## src/rtl/h264_bs_pkg.sv

```systemverilog
// rtl/h264_bs_pkg.sv - shared widths and limits for the bitstream window and exp-Golomb stages
package h264_bs_pkg;

  localparam int WORD_W      = 16;
  localparam int WIN_W       = 48;
  localparam int LVL_W       = 6;
  localparam int MAX_CONSUME = 16;
  localparam int CNT_W       = 5;

  typedef logic [LVL_W-1:0] level_t;
  typedef logic [CNT_W-1:0] count_t;

endpackage

```

## src/rtl/bs_insert_shifter.sv

```systemverilog
// rtl/bs_insert_shifter.sv - drops consumed bits and appends a new word behind the remaining ones
module bs_insert_shifter
  import h264_bs_pkg::*;
(
  input  logic [WIN_W-1:0]  window,
  input  count_t            c,
  input  level_t            r,
  input  logic [WORD_W-1:0] in_word,
  input  logic              push,
  output logic [WIN_W-1:0]  window_next
);

  logic [WIN_W-1:0] shifted;
  logic [WIN_W-1:0] placed;

  // Bits below the unread region are kept at zero, so an OR merges the new word cleanly.
  assign shifted     = window << c;
  assign placed      = {in_word, {(WIN_W-WORD_W){1'b0}}} >> r;
  assign window_next = push ? (shifted | placed) : shifted;

endmodule

```

## src/rtl/bitstream_window_buffer.sv

```systemverilog
// rtl/bitstream_window_buffer.sv - 48-bit MSB-aligned bit window feeding the exp-Golomb decoder
module bitstream_window_buffer
  import h264_bs_pkg::*;
(
  input  logic        clk,
  input  logic        reset_n,
  input  logic        flush,
  input  logic [15:0] in_word,
  input  logic        in_valid,
  output logic        in_ready,
  output logic [15:0] win_data,
  output logic        win_valid,
  input  logic        consume_en,
  input  logic [4:0]  consume_len,
  output logic [5:0]  level,
  output logic [2:0]  bit_pos,
  output logic        err
);

  logic [WIN_W-1:0] window;
  logic [WIN_W-1:0] window_next;
  logic             push;
  logic             legal;
  count_t           c;
  level_t           r;

  assign push  = in_valid && in_ready;
  assign legal = consume_en && (consume_len <= CNT_W'(MAX_CONSUME))
               && ({1'b0, consume_len} <= level);
  assign c     = legal ? consume_len : '0;
  assign r     = level - {1'b0, c};

  bs_insert_shifter u_shifter (
    .window      (window),
    .c           (c),
    .r           (r),
    .in_word     (in_word),
    .push        (push),
    .window_next (window_next)
  );

  // in_ready depends only on the registered level so upstream never sees consume timing.
  assign win_data  = window[WIN_W-1 -: WORD_W];
  assign win_valid = (level >= LVL_W'(WORD_W));
  assign in_ready  = (level <= LVL_W'(WIN_W - WORD_W));

  always_ff @(posedge clk or negedge reset_n) begin
    if (!reset_n) begin
      window  <= '0;
      level   <= '0;
      bit_pos <= '0;
      err     <= 1'b0;
    end else if (flush) begin
      window  <= '0;
      level   <= '0;
      bit_pos <= '0;
      err     <= 1'b0;
    end else begin
      window  <= window_next;
      level   <= r + (push ? LVL_W'(WORD_W) : LVL_W'(0));
      bit_pos <= bit_pos + c[2:0];
      if (consume_en && !legal)
        err <= 1'b1;
    end
  end

endmodule
```

## config.mk

```make
export PLATFORM = sky130hd
export DESIGN_NAME = bitstream_window_buffer
export DESIGN_NICKNAME = d
export VERILOG_FILES = /design/src/rtl/h264_bs_pkg.sv /design/src/rtl/bs_insert_shifter.sv /design/src/rtl/bitstream_window_buffer.sv
export SDC_FILE = /design/constraint.sdc
export NUM_CORES = 1
export LEC_CHECK = 0
export BUFFER_PORTS_ARGS = -buffer_cell sky130_fd_sc_hd__buf_2
export CAP_MARGIN = 15
export CORE_AREA = 3 3 174 91
export CTS_BUF_LIST = sky130_fd_sc_hd__clkbuf_4 sky130_fd_sc_hd__clkbuf_8 sky130_fd_sc_hd__clkbuf_16
export DETAILED_ROUTE_END_ITERATION = 10
export DIE_AREA = 0 0 177 94
export GPL_ROUTABILITY_DRIVEN = 0
export PLACE_DENSITY = 0.68
export SLEW_MARGIN = 25
export SYNTH_ARGS = -nofsm -noshare
export SYNTH_HDL_FRONTEND = slang
export SYNTH_SLANG_ARGS = --single-unit
```

## constraint.sdc

```tcl
create_clock -name clk -period 8.8 [get_ports clk]
set_clock_uncertainty 0.1 [all_clocks]
set_input_delay 0.88 -clock clk [delete_from_list [all_inputs] [get_ports clk]]
set_output_delay 0.88 -clock clk [all_outputs]
set_load 0.005 [all_outputs]
```

### Word level (Yosys, flattened, before mapping)

Index checks and enable logic that the tools add are counted.

| storage, ports and cells | value |
|---|---|
| register bits | 58 |
| input bits | 26 |
| output and inout bits | 28 |

| cells by class | value |
|---|---|
| $add $sub $neg | 3 |
| order comparisons | 4 |
| shift operators | 2 |
| muxes and demuxes | 8 |
| bitwise logic cells | 1 |
| reductions and logical operators | 6 |

Operator list:

| kind | number |
|---|---|
| $mux W48 | 2 |
| $or A48 B48 Y48 | 1 |
| $shl A48 B5 Y48 | 1 |
| $shr A48 B6 Y48 | 1 |
| $mux W5 | 2 |
| $add A6 B5 Y6 | 1 |
| $ge A6 B5 Y1 const B | 1 |
| $le A5 B6 Y1 | 1 |
| $le A6 B6 Y1 const B | 1 |
| $mux W6 | 1 |
| $sub A6 B5 Y6 | 1 |
| $le A5 B5 Y1 const B | 1 |
| $logic_and A1 B1 Y1 | 4 |
| $add A3 B3 Y3 | 1 |
| $mux W3 | 1 |
| $mux W1 | 2 |
| $reduce_bool A2 Y1 | 1 |
| $logic_not A1 Y1 | 1 |

### Longest topological paths before layout

| logic depth | value |
|---|---|
| depth in word-level cells | 9 |
| gate-level depth with buffers | 23 |
| depth with buffers taken out | 18 |

### Modules after synthesis

Synthesis repeated with hierarchy kept, for this count alone.

| unflattened totals | value |
|---|---|
| cells, all modules | 752 |
| area total of the unflattened synthesis | 6984.2 µm² |

By module, submodules not included:

| module | times used | cells each | area each (µm²) | sequential area each (µm²) |
|---|---|---|---|---|
| bs_insert_shifter | 1 | 539 | 4466.8 | 0.0 |
| bitstream_window_buffer | 1 | 213 | 2517.4 | 1451.4 |

### Worst setup path after synthesis

OpenSTA, ideal clock, no wires.

| timing path | value |
|---|---|
| path type | input -> register |
| from | input port consume_len[0] |
| to | register window[17] |
| setup time | 0.101 ns |
| arrival time | 4.972 ns |
| data required time | 8.599 ns |
| slack | 3.627 ns |
| stages | 21 |
| buffers on the path | 6 |
| path through | buf_6 > inv_1 > clkbuf_1 > ha_1 > a31oi_2 > o21ai_4 > and2_1 > buf_2 > inv_2 > buf_2 > buf_2 > ha_1 > and3b_1 > or2_2 > xnor2_2 > buf_2 > mux2i_1 > a22oi_1 > nor2_1 > a21oi_1 > o32ai_1 |

| on the way | value |
|---|---|
| word-level cells in the longest chain between the ends | 9 |
| elaborated cells between the ends (all ways) | 11 |
| those cells by class | add/sub (1); order compare (2); shift (2); mux (3); bitwise (1); reduce/logical (2) |

Ends and longest elaborated chain:

| what | RTL line | text |
|---|---|---|
| start: declaration | bitstream_window_buffer.sv:14 | `input logic [4:0] consume_len,` |
| $le A5 B5 Y1 | bitstream_window_buffer.sv:28 | `assign legal = consume_en && (consume_len <= CNT_W'(MAX_CONSUME))` |
| $logic_and A1 B1 Y1 | bitstream_window_buffer.sv:28 |  |
| $logic_and A1 B1 Y1 | bitstream_window_buffer.sv:29 | `&& ({1'b0, consume_len} <= level);` |
| $mux W5 (*) | bitstream_window_buffer.sv:30 | `assign c = legal ? consume_len : '0;` |
| $sub A6 B5 Y6 | bitstream_window_buffer.sv:31 | `assign r = level - {1'b0, c};` |
| $shr A48 B6 Y48 | bs_insert_shifter.sv:18 | `assign placed = {in_word, {(WIN_W-WORD_W){1'b0}}} >> r;` |
| $or A48 B48 Y48 | bs_insert_shifter.sv:19 | `assign window_next = push ? (shifted \| placed) : shifted;` |
| $mux W48 (*) | bs_insert_shifter.sv:19 |  |
| $mux W48 (*) | bitstream_window_buffer.sv:53 | `end else if (flush) begin` |
| end signal: assignment | bitstream_window_buffer.sv:59 | `window <= window_next;` |
| end: declaration | bitstream_window_buffer.sv:20 | `logic [WIN_W-1:0] window;` |

Mark *: on every way between the ends. The rest lies on a longest branch, timed or not.
A chain may end at the register's enable or synchronous reset.

### Worst setup path after layout

| timing path | value |
|---|---|
| from | input port consume_len[2] |
| to | register window[38] |

The elaborated chain is that of the path after synthesis.

==> impl_results.md <==
* Status: complete, no violations
* CTS tree: built
* Wire length per cell at 25.7 um
* Reg clk slew, reported paths at 0.05 ns
* Max H-tree Level at 3
* HPWL Detailed at 20400 um
* FF-to-FF setup slack at 2.58 ns
* Clock sink total at 58
* Tot GR Track Use at 34.4%
* Inserted Clock Buffers at 9
* Max Fclk at 0.151 GHz
* Clk Latency, worst-skew pair at 0.34 ns
* Finished Layout Cells at 1134
* Final #Nets at 973
* Crit path DAT at 6.78 ns
* Asr flop ratio synth at 100%
* Final Hold Viols at 0
* Core area at 14400 sq um
* Worst-path maximum fanout at 43
* Syn Area/Cell at 7.56 sq um
* Grt ovf at 0
* Sequential element share of the synthesized area at 20.1%
* CP Class: in2reg
* Fin. max-slew vios at 0
* Total wire length after detailed routing at 29200 um
* Critical Path RT at 8.95 ns
* Maximum clock path buffer count at 2
* Top_reg_cell synth: dfrtp_1
* Number of flops mapped to enable cells by yosys at 0
* Std-Cell Rows at 31
* Synth cell types at 88
* Die span in x at 177 um
* Initial antenna violation count at 0
* Final setup vio count at 0
* LEAKAGE at 3.15 nW
* Period utilisation layout at 75.3%
* Share of layout cells above drive strength 1 at 14.4%
* Crit. End Element: register
* Die ar. at 16600 sq um
* HP Class: reg2reg
* Port Buf Inserts at 53
* Synthesized area at 7220 sq um
* Worst R2R End: window[38]$_DFF_PN0_
* Synth warn at 0
* Worst Tran Pin Value at 1.06 ns
* Initial core utilization at 50.1%
* Power per cell area at 392 nW/um^2
* FF-to-FF Start: level[1]$_DFF_PN0_
* Post-route minimum period at 6.63 ns
* Die height at 94 um
* Post_cts resized at 0
* Largest net degree at the start of global routing at 82
* Syn Nets at 995
* Design Power at 2.99 mW
* VDD IR max at 0.000205 V
* Hold wc startpoint: err$_DFFE_PN0P_
* Vias in the first global route at 7370
* Worst hold endpoint: err$_DFFE_PN0P_
* Final ANT Viol Nets at 0
* Area growth syn-to-layout at 5.69%
* DR iter-0 viols at 1911
* Iteration count of the initial detailed-routing pass at 7
* Setup TNS at 0 ns
* MaxCap Viol Count at 0
* # DRC at 0
* Syn Inst Count at 955
* Post-synthesis register bit count at 58
* Setup crit start kind: input port
* Unrepaired setup endpoints after global routing: false
* I/O pins at 54
* First-pass GRT wire length at 43800 um
* R2R cell count at 16
* Via count at 8370
* Root buffer cell: clkbuf_16
* Antenna cells at 0
* Headroom to the max-slew limit at 29.0%
* # Post-CTS Setup Buffers at 0
* Cells on Worst Hold Path at 2
* # hold bufs at CTS at 0
* Placed cell count at 1120
* DR vias/cell at 7.38
-- state kept, by name, summed over array words and instances (netlist names) --
name and cells:
window 48, level 6, bit_pos 3, err 1
-- per-layer routing --
metal	vias up	global-route usage [%]	part of all wire (%)
li1	3531	-	-
met4	2	11.7	3.4
met5	-	3.53	0.25
met1	3889	49.1	40
met3	117	16.5	19
met2	831	44.1	37
-- kinds of logic after synthesis --
kind of cell    count (synthesis)  share of synthesized area (%)
compound gates                329                           32.2
simple gates                  332                           21.3
flops                          58                           20.1
mux                            85                           13.5
buf+inv                       129                           8.98
xor+xnor                        8                           1.28
fa+ha+maj                      14                           2.64
-- layout by cell type (no fill, tap or decap), types with 5 or more instances in the layout --
cell type  netlist  final
nor2b_1          9      9
o221ai_1         9      9
o211ai_1        15     15
nor3_1          27     27
buf_4           26     12
nor4_1           5      5
nor2_1         109    109
a21o_1           6      6
a32oi_1          7      7
o32ai_1          7      7
dfrtp_1         58     58
clkbuf_16        0      9
a22o_1           5      5
a31oi_1         18     18
nand2b_1         6      6
o31ai_1         11     11
or3_1            5      5
nand3_1         29     29
a22oi_1         21     21
nand2_1         99     99
mux2_2           9      9
o21ai_0         54     54
o22ai_1         34     34
a41oi_1         10     10
and2_1           8      7
mux2i_1         67     67
ha_1            12     11
and3_1          13     13
inv_1           25     25
a211oi_1         8      8
a21oi_1         61     61
mux4_2           9      9
buf_2           25     53
-- synthesized netlist by cell type (4+ instances only) --
cell,n,area (sq um)
nor3_1,27,135
nor4_1,5,31.3
buf_4,26,195
a21o_1,6,45.0
nand2_1,99,372
buf_6,4,45.0
buf_2,25,125
o221ai_1,9,78.8
a31oi_1,18,113
a21oi_1,61,305
dfrtp_1,58,1450
ha_1,12,150
a22o_1,5,43.8
a211oi_1,8,60.1
o21ai_1,4,20.0
mux4_2,9,203
and3_1,13,81.3
o21a_1,4,30.0
mux2i_1,67,671
nor2_1,109,409
mux2_2,9,101
a41oi_1,10,87.6
o31ai_1,11,82.6
o32ai_1,7,61.3
nor2b_1,9,56.3
a22oi_1,21,158
clkbuf_1,37,139
and2_1,8,50.1
xnor2_1,4,35.0
a32oi_1,7,61.3
o211ai_1,15,113
buf_1,6,22.5
nand3_1,29,145
o21ai_0,54,270
or3_1,5,31.3
nand2b_1,6,37.5
inv_1,25,93.8
o22ai_1,34,213
-- worst max-delay path, cell delays in order --
cell and delay [ns]:
buf_2 0.42, ha_1 0.32, and3_1 0.19, o21a_1 0.15, o21ai_4 0.12, buf_4 0.41, and3_1 0.23, buf_4 0.30
clkinv_1 0.55, ha_1 0.58, xnor2_2 0.70, inv_1 0.41, nor3_2 0.88, nand2_1 0.16, a31o_2 0.28, a41oi_1 0.16
-- per-stage QoR --
| step | worst slack, ns | util, % | area, sq um | hold slack [ns] |
|---|---|---|---|---|
| global placement | 2.21 | 50.7 | 7300 | 0.368 |
| detailed placement | 2.11 | 50.7 | 7300 | 0.379 |
| global route | 1.86 | 53.0 | 7630 | 0.433 |
| floorplan | 3.63 | - | 7220 | 0.386 |
| CTS | 2.47 | 52.9 | 7610 | 0.392 |
| finish | 2.17 | 53.0 | 7630 | 0.387 |
-- power by group --
part           internal, mW  switching, mW  total [mW]
clock                 0.255          0.132       0.387
sequential            0.374          0.185       0.559
combinational         0.698           1.35        2.04
-- how the worst max path moves through the flow --
| stage | start | end | slack (ns) | cells after the start |
|---|---|---|---|---|
| after global placement | consume_len[2] | window[38]$_DFF_PN0_ | 2.21 | 16 |
| after detailed placement | consume_len[2] | window[38]$_DFF_PN0_ | 2.11 | 18 |
| final | consume_len[2] | window[38]$_DFF_PN0_ | 2.17 | 16 |
| after CTS | consume_len[2] | window[38]$_DFF_PN0_ | 2.47 | 16 |
| after floorplan | consume_len[0] | window[17]$_DFF_PN0_ | 3.63 | 21 |
| after global routing | consume_len[2] | window[43]$_DFF_PN0_ | 1.86 | 18 |
-- area by class of cell --
| cell class | instances | area [sq um] |
|---|---|---|
| clock buffer | 11 | 246 |
| clock inverter | 3 | 65.1 |
| fill | 1400 | 6760 |
| inverter | 31 | 121 |
| multi-input combinational | 768 | 5140 |
| sequential | 58 | 1450 |
| tap | 198 | 248 |
| timing repair buffer | 65 | 355 |
(Power assumes the default switching activity.)
